[config.mk]
export PLATFORM = sky130hd
export DESIGN_NAME = mlp
export DESIGN_NICKNAME = d
export VERILOG_FILES = /design/src/rtl/mlp.sv
export SDC_FILE = /design/constraint.sdc
export NUM_CORES = 2
export LEC_CHECK = 0
export BUFFER_PORTS_ARGS = -buffer_cell sky130_fd_sc_hd__buf_4
export CORE_UTILIZATION = 26
export DETAILED_ROUTE_END_ITERATION = 16
export SLEW_MARGIN = 10
export SYNTH_ARGS = -nofsm -noshare
export SYNTH_HDL_FRONTEND = slang
export SYNTH_SLANG_ARGS = --single-unit
[constraint.sdc]
create_clock -name clk -period 9.6 [get_ports clk]
set_input_delay 1.44 -clock clk [delete_from_list [all_inputs] [get_ports clk]]
set_output_delay 1.44 -clock clk [all_outputs]
set_load 0.05 [all_outputs]
[src/rtl/mlp.sv]
// mlp: register-mapped two-layer ReLU perceptron, one shared multiplier; MLP_IRQ_EN enables the completion interrupt
module mlp #(
  parameter int N_INPUTS  = 2,
  parameter int N_HIDDEN  = 4,
  parameter int N_OUTPUT  = 1,
  parameter int IN_WIDTH  = 16,
  parameter int WGT_WIDTH = 16,
  parameter int MAC_WIDTH = 64,
  parameter int OUT_WIDTH = 16
) (
  input  logic        clk,
  input  logic        rst,
  input  logic        write_en,
  input  logic [1:0]  addr,
  input  logic [31:0] writedata,
  output logic [31:0] readdata,
  output logic        irq
);
  localparam int HW_N = N_HIDDEN * (N_INPUTS + 1);
  localparam int OW_N = N_OUTPUT * (N_HIDDEN + 1);
  localparam int IA   = N_INPUTS > 1 ? $clog2(N_INPUTS) : 1;
  localparam int HA   = N_HIDDEN > 1 ? $clog2(N_HIDDEN) : 1;
  localparam int OA   = N_OUTPUT > 1 ? $clog2(N_OUTPUT) : 1;
  localparam int HWA  = HW_N > 1 ? $clog2(HW_N) : 1;
  localparam int OWA  = OW_N > 1 ? $clog2(OW_N) : 1;
  localparam int PW   = HWA > OWA ? HWA : OWA;
  localparam int NC   = HA > OA ? HA : OA;
  localparam int KM   = N_INPUTS > N_HIDDEN ? N_INPUTS : N_HIDDEN;
  localparam int SC   = $clog2(KM + 2);
  localparam int XW   = IN_WIDTH > OUT_WIDTH ? IN_WIDTH : OUT_WIDTH;
  localparam int PRW  = WGT_WIDTH + XW;
  typedef enum logic [1:0] {IDLE, HID, OUT, FIN} state_t;
  state_t state;
  logic done, ie, lsel, busy, hid, active, last_n;
  logic [IA-1:0] in_ptr;
  logic [PW-1:0] w_ptr;
  logic [OA-1:0] out_idx;
  logic [NC-1:0] nrn;
  logic [SC-1:0] step, kk, tap;
  logic [HWA-1:0] hidx;
  logic [OWA-1:0] oidx;
  logic signed [IN_WIDTH-1:0]  in_mem [N_INPUTS];
  logic signed [WGT_WIDTH-1:0] hid_w [HW_N];
  logic signed [WGT_WIDTH-1:0] out_w [OW_N];
  logic signed [OUT_WIDTH-1:0] act [N_HIDDEN];
  logic signed [OUT_WIDTH-1:0] res [N_OUTPUT];
  logic signed [WGT_WIDTH-1:0] wsel;
  logic signed [XW-1:0]        xsel;
  logic signed [PRW-1:0]       prod;
  logic signed [MAC_WIDTH-1:0] acc, prod_ext;
  logic signed [OUT_WIDTH-1:0] y;
  // operand selection for the single multiplier and the saturating ReLU of the accumulator
  always_comb begin
    hid      = state == HID;
    active   = state != IDLE;
    kk       = hid ? SC'(N_INPUTS) : SC'(N_HIDDEN);
    tap      = (step != '0 && step <= kk) ? step - SC'(1) : '0;
    hidx     = (hid && step <= kk) ? HWA'(int'(nrn) * (N_INPUTS + 1) + int'(step)) : '0;
    oidx     = (!hid && step <= kk) ? OWA'(int'(nrn) * (N_HIDDEN + 1) + int'(step)) : '0;
    wsel     = hid ? hid_w[hidx] : out_w[oidx];
    xsel     = hid ? XW'(in_mem[IA'(tap)]) : XW'(act[HA'(tap)]);
    prod     = wsel * xsel;
    prod_ext = MAC_WIDTH'(prod);
    y        = acc[MAC_WIDTH-1] ? '0 : (|acc[MAC_WIDTH-2:OUT_WIDTH-1]) ? {1'b0, {(OUT_WIDTH-1){1'b1}}} : acc[OUT_WIDTH-1:0];
    last_n   = nrn == (hid ? NC'(N_HIDDEN - 1) : NC'(N_OUTPUT - 1));
  end
  // host register writes and the neuron sequencer; the FIN done-set comes last so it beats a same-cycle clear
  always_ff @(posedge clk) begin
    if (rst) begin
      state   <= IDLE;
      done    <= 1'b0;
      ie      <= 1'b0;
      lsel    <= 1'b0;
      busy    <= 1'b0;
      in_ptr  <= '0;
      w_ptr   <= '0;
      out_idx <= '0;
      nrn     <= '0;
      step    <= '0;
      acc     <= '0;
      for (int i = 0; i < N_INPUTS; i++) in_mem[i] <= '0;
      for (int i = 0; i < HW_N; i++) hid_w[i] <= '0;
      for (int i = 0; i < OW_N; i++) out_w[i] <= '0;
      for (int i = 0; i < N_HIDDEN; i++) act[i] <= '0;
      for (int i = 0; i < N_OUTPUT; i++) res[i] <= '0;
    end else begin
      if (write_en && addr == 2'd0) begin
        lsel   <= writedata[3];
`ifdef MLP_IRQ_EN
        ie     <= writedata[2];
`endif
        in_ptr <= '0;
        w_ptr  <= '0;
        if (writedata[1] || (writedata[0] && !active)) done <= 1'b0;
        if (writedata[0] && !active) begin
          state <= HID;
          nrn   <= '0;
          step  <= '0;
        end
      end
      if (write_en && addr == 2'd1 && !active) begin
        in_mem[in_ptr] <= writedata[IN_WIDTH-1:0];
        in_ptr         <= in_ptr == IA'(N_INPUTS - 1) ? '0 : in_ptr + IA'(1);
      end
      if (write_en && addr == 2'd2 && !active) begin
        if (lsel) out_w[w_ptr[OWA-1:0]] <= writedata[WGT_WIDTH-1:0];
        else hid_w[w_ptr[HWA-1:0]] <= writedata[WGT_WIDTH-1:0];
        w_ptr <= (w_ptr == (lsel ? PW'(OW_N - 1) : PW'(HW_N - 1))) ? '0 : w_ptr + PW'(1);
      end
      if (write_en && addr == 2'd3) out_idx <= OA'(writedata % N_OUTPUT);
      case (state)
        HID, OUT: begin
          busy <= 1'b1;
          if (step == '0) begin
            acc  <= MAC_WIDTH'(wsel);
            step <= step + SC'(1);
          end else if (step <= kk) begin
            acc  <= acc + prod_ext;
            step <= step + SC'(1);
          end else begin
            if (hid) act[HA'(nrn)] <= y;
            else res[OA'(nrn)] <= y;
            step <= '0;
            nrn  <= last_n ? '0 : nrn + NC'(1);
            if (last_n) state <= hid ? OUT : FIN;
          end
        end
        FIN: begin
          state <= IDLE;
          busy  <= 1'b0;
          done  <= 1'b1;
        end
        default: ;
      endcase
    end
  end
  // registered read mux and interrupt
  always_ff @(posedge clk) begin
    if (rst) begin
      readdata <= '0;
      irq      <= 1'b0;
    end else begin
      readdata <= addr == 2'd0 ? {27'd0, busy, lsel, ie, done, 1'b0} :
                  addr == 2'd1 ? 32'(in_ptr) :
                  addr == 2'd2 ? 32'(w_ptr) : 32'(res[out_idx]);
`ifdef MLP_IRQ_EN
      irq      <= done & ie;
`else
      irq      <= 1'b0;
`endif
    end
  end
endmodule

# --- Word-level counts from Yosys, hierarchy flattened ---
# Memories as Yosys holds them, arrays and structs flattened.
# Index checks and enable logic that the tools add are counted.
# W data, S select, Z words.
word_totals:
  regBits: 95
  ramBits: 384
  inputBits: 37
  output_inout_bits: 33
  elab_cells: 156
  memories: 5
classes:
  n_addsub: 8
  multipliers: 3
  magnitude_cmp: 1
  eq_ne: 7
  n_mux: 82
  n_reduce_logical: 37
memory_table:
  columns: ["memory", "depth", "width", "read_ports", "rd_ports_with_merged_regs", "write_ports", "line", "source"]
  rows:
  - ["hid_w", 12, 16, 1, 0, 12, "43", "logic signed [WGT_WIDTH-1:0] hid_w [HW_N];"]
  - ["out_w", 5, 16, 1, 0, 5, "44", "logic signed [WGT_WIDTH-1:0] out_w [OW_N];"]
  - ["act", 4, 16, 1, 0, 4, "45", "logic signed [OUT_WIDTH-1:0] act [N_HIDDEN];"]
  - ["in_mem", 2, 16, 1, 0, 2, "42", "logic signed [IN_WIDTH-1:0] in_mem [N_INPUTS];"]
  - ["res", 1, 16, 1, 0, 1, "46", "logic signed [OUT_WIDTH-1:0] res [N_OUTPUT];"]
op_table:
  columns: ["operator", "n"]
  rows:
  - ["$mux W16", 9]
  - ["$mux W64", 2]
  - ["$reduce_or A16 Y1", 5]
  - ["$add A64 B32 Y64", 1]
  - ["$reduce_or A48 Y1", 1]
  - ["$mux W1", 38]
  - ["$mul A16 B16 Y32", 1]
  - ["$mux W2", 14]
  - ["$mux W3", 8]
  - ["$mux W4", 6]
  - ["$reduce_bool A2 Y1", 9]
  - ["$mux W5", 3]
  - ["$logic_and A1 B1 Y1", 9]
  - ["$eq A2 B2 Y1 const B", 3]
  - ["$reduce_and A2 Y1", 3]
  - ["$add A4 B1 Y4 const B", 1]
  - ["$add A4 B3 Y4", 1]
  - ["$eq A2 B1 Y1 const B", 2]
  - ["$eq A4 B4 Y1", 1]
  - ["$mul A2 B2 Y4 const B", 1]
  - ["$pmux W2 S2", 1]
  - ["$reduce_or A2 Y1", 2]
  - ["$reduce_or A4 Y1", 1]
  - ["$add A3 B1 Y3 const B", 1]
  - ["other kinds (14)", 15]

# --- Logic depth before layout (Yosys ltp) ---
# An unclocked memory read counts as a cell.
depth:
  depth_word: 11
  mapped_depth: 38
  ltp_nobuf: 35

# --- Least setup slack after synthesis ---
# No wires, ideal clock.
synth_path:
  path_type: "register to register"
  startpoint: "reg nrn[1]"
  endpoint: "reg acc[57]"
  setup_ns: 0.120
  arrival_time_ns: 10.306
  t_required_ns: 9.480
  setup_slack_ns: -0.825
  path_stages_with_launch: 35
  n_path_buf: 2
  period_less_slack_ns: 10.425
  path_cell_list: "dfxtp_1 -> fa_1 -> ha_1 -> inv_1 -> fa_1 -> nor2b_1 -> a22oi_2 -> mux2_2 -> a31oi_1 -> a311oi_4 -> nor2_1 -> clkbuf_1 -> nor2_1 -> fa_1 -> inv_1 -> fa_1 -> fa_1 -> fa_1 -> inv_1 -> fa_1 -> inv_1 -> fa_1 -> inv_1 -> ha_1 -> clkbuf_1 -> nand2_1 -> nor3_1 -> nand2b_1 -> nor4_1 -> a221oi_1 -> a21oi_1 -> a41oi_1 -> o31a_1 -> xnor2_1 -> a211o_1"
synth_between:
  elab_chain_len: 9
  elab_cells_between_ends: 13
  classes_between: "add/sub: 3; mul: 3; mux: 5; memory: 2"
synth_lines:
  columns: ["item", "line", "source"]
  rows:
  - ["start: declaration", "38", "logic [NC-1:0] nrn;"]
  - ["start signal: assignment", "124", "nrn <= last_n ? '0 : nrn + NC'(1);"]
  - ["$mul A2 B2 Y4 or $mul A2 B3 Y3 (tied branches)", "58, 59", null]
  - ["$add A4 B3 Y4 or $add A3 B3 Y3 (tied branches)", "58, 59", null]
  - ["$mux W4 or $mux W3 (tied branches)", "58, 59", null]
  - ["$mem_v2 Z12 W16 or $mem_v2 Z5 W16 (tied branches)", null, null]
  - ["$mux W16 *", "60", "wsel = hid ? hid_w[hidx] : out_w[oidx];"]
  - ["$mul A16 B16 Y32", "62", "prod = wsel * xsel;"]
  - ["$add A64 B32 Y64", "118", "acc <= acc + prod_ext;"]
  - ["$mux W64", "117", "end else if (step <= kk) begin"]
  - ["$mux W64 *", "114", "if (step == '0) begin"]
  - ["end signal: assignment", "115", "acc <= MAC_WIDTH'(wsel);"]
  - ["end signal: assignment", "118", null]
  - ["end: declaration", "50", "logic signed [MAC_WIDTH-1:0] acc, prod_ext;"]
# Mark *: on every way between the ends. The rest lies on a longest branch, timed or not. The select of a mux whose other input is x is not followed.
# A chain may end at the register's enable or synchronous reset.

# --- Final worst setup path ---
layout_path:
  startpoint: "reg step[1]"
  endpoint: "reg acc[54]"
layout_between:
  elab_chain_len: 9
  elab_cells_between_ends: 24
  classes_between: "add/sub: 4; mul: 1; order compare: 1; mux: 7; reduce/logical: 7; memory: 4"
layout_lines:
  columns: ["item", "line", "source"]
  rows:
  - ["start: declaration", "39", "logic [SC-1:0] step, kk, tap;"]
  - ["start signal: assignment", "116", "step <= step + SC'(1);"]
  - ["start signal: assignment", "119", "step <= step + SC'(1);"]
  - ["parallel branches: the longest is 9 deep, another holds $add A64 B32 Y64", null, null]
# Several ways; the timed one is not identified. The select of a mux whose other input is x is not followed.

==> flow_results.xml <==
<?xml version="1.0" encoding="UTF-8"?>
<metrics>
  <group name="clocking">
    <metric name="tritoncts_clock_tree" unit="">done</metric>
    <metric name="cts.sink_count" unit="">591</metric>
    <metric name="clkSlewWorstSetupHoldPaths" unit="ns">0.06</metric>
    <metric name="cts_htree_levels" unit="">3</metric>
    <metric name="worstSkewPairLatency" unit="ns">0.66</metric>
    <metric name="tritoncts.num_buffers" unit="">68</metric>
    <metric name="clock_path_buffers" unit="">3</metric>
    <metric name="cts_root_buffer" unit="">clkbuf_16</metric>
  </group>
  <group name="synth">
    <metric name="netlist-cell-type-count" unit="">80</metric>
    <metric name="synth_top_cells_by_count" unit="">595 x inv_1, 496 x edfxtp_1, 456 x nand2_1</metric>
    <metric name="synth_area_leader_cell" unit="">edfxtp_1</metric>
    <metric name="fraction_of_synthesis_flops_using_an_asynchronous_set_or_reset_pin" unit="">0</metric>
    <metric name="post_synth_main_area_contributors" unit="">edfxtp_1 35%, fa_1 20%, ha_1 5.3%</metric>
    <metric name="synth_ff_type" unit="">edfxtp_1</metric>
    <metric name="ys_ff_latch" unit="">591</metric>
    <metric name="synthesis.instances" unit="">4190</metric>
    <metric name="synth_most_common_cell" unit="">inv_1</metric>
    <metric name="synth_seq_area_share" unit="">0.389</metric>
    <metric name="synth_top_area_share" unit="">0.345</metric>
    <metric name="syn_area_per_cell" unit="sq um">10.3</metric>
    <metric name="yosys_warnings" unit="">0</metric>
    <metric name="synthesis.area" unit="sq um">43200</metric>
    <metric name="synth_edf_count" unit="">496</metric>
  </group>
  <group name="timing">
    <metric name="timing.final.hold_violations" unit="">0</metric>
    <metric name="fmax" unit="MHz">102</metric>
    <metric name="slew_at_the_pin_with_the_worst_max_slew_slack" unit="ns">1.16</metric>
    <metric name="maxSlewHeadroom" unit="">0.229</metric>
    <metric name="post-route-worst-setup-slack" unit="ns">-0.183</metric>
    <metric name="final-max-slew-violation-count" unit="">0</metric>
    <metric name="grt_setup_unrepaired" unit="">yes</metric>
    <metric name="fin_skew" unit="ns">0.0313</metric>
    <metric name="setup-tns-final" unit="ns">-1.12</metric>
    <metric name="finalWorstPathRequiredPeriod" unit="ns">9.78</metric>
    <metric name="final.period_utilization" unit="">1.02</metric>
    <metric name="setup_viol_count_final" unit="">13</metric>
  </group>
  <group name="setup_path">
    <metric name="cp_slowest_stage_delay" unit="ns">0.64</metric>
    <metric name="startpoint" unit="">step[1]</metric>
    <metric name="rr_worst_depth" unit="">39</metric>
    <metric name="crit_path_max_delay_cell_type" unit="">fa_2</metric>
    <metric name="setup.reg_to_reg.worst_slack" unit="ns">-0.18</metric>
    <metric name="endpoint_kind" unit="">flip-flop</metric>
    <metric name="critical_path_class" unit="">reg2reg</metric>
    <metric name="timing.rr.end" unit="">acc[54]</metric>
    <metric name="cp_data_arrival_time" unit="ns">10.29</metric>
    <metric name="setup.worst_path.end" unit="">acc[54]</metric>
    <metric name="path_max_fanout" unit="">11</metric>
    <metric name="crit_start_category" unit="">flip-flop</metric>
    <metric name="worstReg2RegStart" unit="">step[1]</metric>
    <metric name="critical_path_required" unit="ns">10.11</metric>
  </group>
  <group name="drt">
    <metric name="drtAntennaViolNets" unit="">0</metric>
    <metric name="wl_per_cell" unit="microns">17.9</metric>
    <metric name="top_layer" unit="">met5</metric>
    <metric name="route.detailed.drc" unit="">0</metric>
    <metric name="drt_first_iter_violations" unit="">2359</metric>
    <metric name="vias_per_cell" unit="">4.65</metric>
    <metric name="met3RoutedLength" unit="microns">7990</metric>
    <metric name="drt_pre_antenna_iters" unit="">6</metric>
    <metric name="dr_total_vias" unit="">31600</metric>
    <metric name="routed_length_on_met2" unit="microns">56500</metric>
    <metric name="m1WireLength" unit="microns">54100</metric>
    <metric name="drt_wl_total" unit="microns">122000</metric>
  </group>
  <group name="status">
    <metric name="run_status" unit="">complete, but fails checks</metric>
    <metric name="violations" unit="">negative setup slack</metric>
  </group>
  <group name="job">
    <metric name="drv_cap" unit="">0</metric>
  </group>
  <group name="die">
    <metric name="rows" unit="">149</metric>
    <metric name="chipWidth" unit="microns">409</metric>
    <metric name="i_o_pin_total" unit="">70</metric>
    <metric name="start_util" unit="">0.262</metric>
    <metric name="design.core.area" unit="sq um">165000</metric>
    <metric name="die_area" unit="sq um">168000</metric>
    <metric name="die_h" unit="microns">409</metric>
  </group>
  <group name="placed_design">
    <metric name="finalWeightedCongestion" unit="">0.902</metric>
    <metric name="detailedPlacementHpwl" unit="microns">89600</metric>
    <metric name="place.port_buffers" unit="">52</metric>
  </group>
  <group name="grt">
    <metric name="wire_length_of_the_first_global_routing_pass" unit="microns">192000</metric>
    <metric name="grt_antenna_before_repair" unit="">4</metric>
    <metric name="grt.total_usage" unit="">0.147</metric>
    <metric name="vias_in_the_first_global_route" unit="">32700</metric>
    <metric name="maximum_number_of_pins_on_one_net_before_global_route_repair" unit="">68</metric>
    <metric name="grt-ovfl-total" unit="">0</metric>
  </group>
  <group name="final_layout">
    <metric name="final_nets" unit="">5202</metric>
    <metric name="layout-area-overhead-vs-synth" unit="%">21.6</metric>
    <metric name="final_layout_size_suffix_gt1_frac" unit="">0.187</metric>
  </group>
  <group name="min_path">
    <metric name="holdCritPathClass" unit="">reg2reg</metric>
  </group>
</metrics>
## layout by cell type, fill, tap and decap left out, types with 22 or more instances in the layout
| cell type | Yosys | routed |
|---|---|---|
| ha_1 | 182 | 164 |
| a211oi_1 | 50 | 45 |
| clkbuf_16 | 0 | 69 |
| inv_1 | 595 | 572 |
| a21o_1 | 58 | 56 |
| and2_1 | 337 | 336 |
| o21ai_0 | 77 | 58 |
| mux2i_1 | 28 | 28 |
| a311oi_1 | 30 | 23 |
| nand2_1 | 456 | 453 |
| buf_12 | 0 | 27 |
| dfxtp_1 | 95 | 92 |
| a31oi_1 | 33 | 26 |
| nor2_1 | 307 | 295 |
| buf_4 | 19 | 484 |
| fa_1 | 429 | 414 |
| nor2b_1 | 31 | 27 |
| xnor2_1 | 42 | 41 |
| edfxtp_1 | 496 | 496 |
| a21oi_1 | 143 | 125 |
| or2_2 | 23 | 22 |
| nand3_1 | 105 | 103 |
| nor3_1 | 67 | 62 |
## cell type report
class                           count  area (sq um)
Sequential cell                   591         16800
Tap cell                         2189          2740
Clock inverter                     35           334
Antenna cell                        2          5.00
Fill cell                       16800        112000
Timing Repair Buffer              533          4450
Inverter                          596          2250
Multi-Input combinational cell   2764         24100
Clock buffer                       88          1820
## state kept, by name, summed over array words and instances (netlist names), 3 cells and up
| register | count |
|---|---|
| step | 3 |
| out_w | 128 |
| w_ptr | 4 |
| acc | 64 |
| res | 16 |
| hid_w | 256 |
| readdata | 16 |
| act | 64 |
| in_mem | 32 |
## layer usage
metal,track usage,vias up
met1,0.200,15900
met5,0,-
met2,0.237,896
li1,-,14600
met3,0.0253,164
met4,0.0435,4
## stage by stage
step | util | std cells | cell area [sq um] | hold slack, ns | setup slack (ns)
after floorplan | - | 4195 | 43300 | 0.420 | -0.0512
after global placement | 0.298 | 6640 | 49100 | 0.424 | -0.399
after detailed placement | 0.298 | 6640 | 49100 | 0.435 | -0.389
after CTS | 0.316 | 6786 | 52100 | 0.448 | -0.137
after global routing | 0.318 | 6796 | 52500 | 0.466 | -0.513
final | 0.318 | 6798 | 52500 | 0.444 | -0.183
## logic make-up (layout without fill, tap and decap cells)
kind of cell	count (synthesis)	after routing	synth area share
compound gates	578	578	0.0918
other cells	1	8	0.0000869
mux	61	61	0.0177
simple gates	1447	1447	0.161
flops	591	591	0.389
fa+ha+maj	611	611	0.252
xor+xnor	61	61	0.0124
buf+inv	840	1252	0.0756
## worst min path at each step
| stage | end | depth (start not counted) | slack (ns) | startpoint |
|---|---|---|---|---|
| detailed placement | readdata[15] | 1 | 0.43 | res[0][15] |
| global route | readdata[7] | 1 | 0.47 | res[0][7] |
| finish | readdata[5] | 1 | 0.44 | res[0][5] |
| CTS | readdata[15] | 1 | 0.45 | res[0][15] |
| floorplan | readdata[10] | 1 | 0.42 | res[0][10] |
| global placement | readdata[15] | 1 | 0.42 | res[0][15] |
## worst max-delay path: cells and delay by family, from the launching register on
family / cells / cell delay (ns)
adder cells (fa/ha/maj): 10 / 4.85
buffers and inverters: 14 / 1.72
AO/OA/AOI/OAI: 8 / 1.25
AND/OR/NAND/NOR: 6 / 0.92
multiplexers: 1 / 0.54
flip-flops: 1 / 0.33
## repair_timing
action / CTS / global route
hold buffers: 0 / 0
cloned: 1 / 0
gates resized for setup: 134 / 68
pin swaps: 65 / 51
endpoints found under the setup margin: 25 / 39
setup buffers: 23 / 10
Power is left out: the tool's default activity adds up to more than one toggle a clock period on the data nets, which glitch-free logic cannot reach.
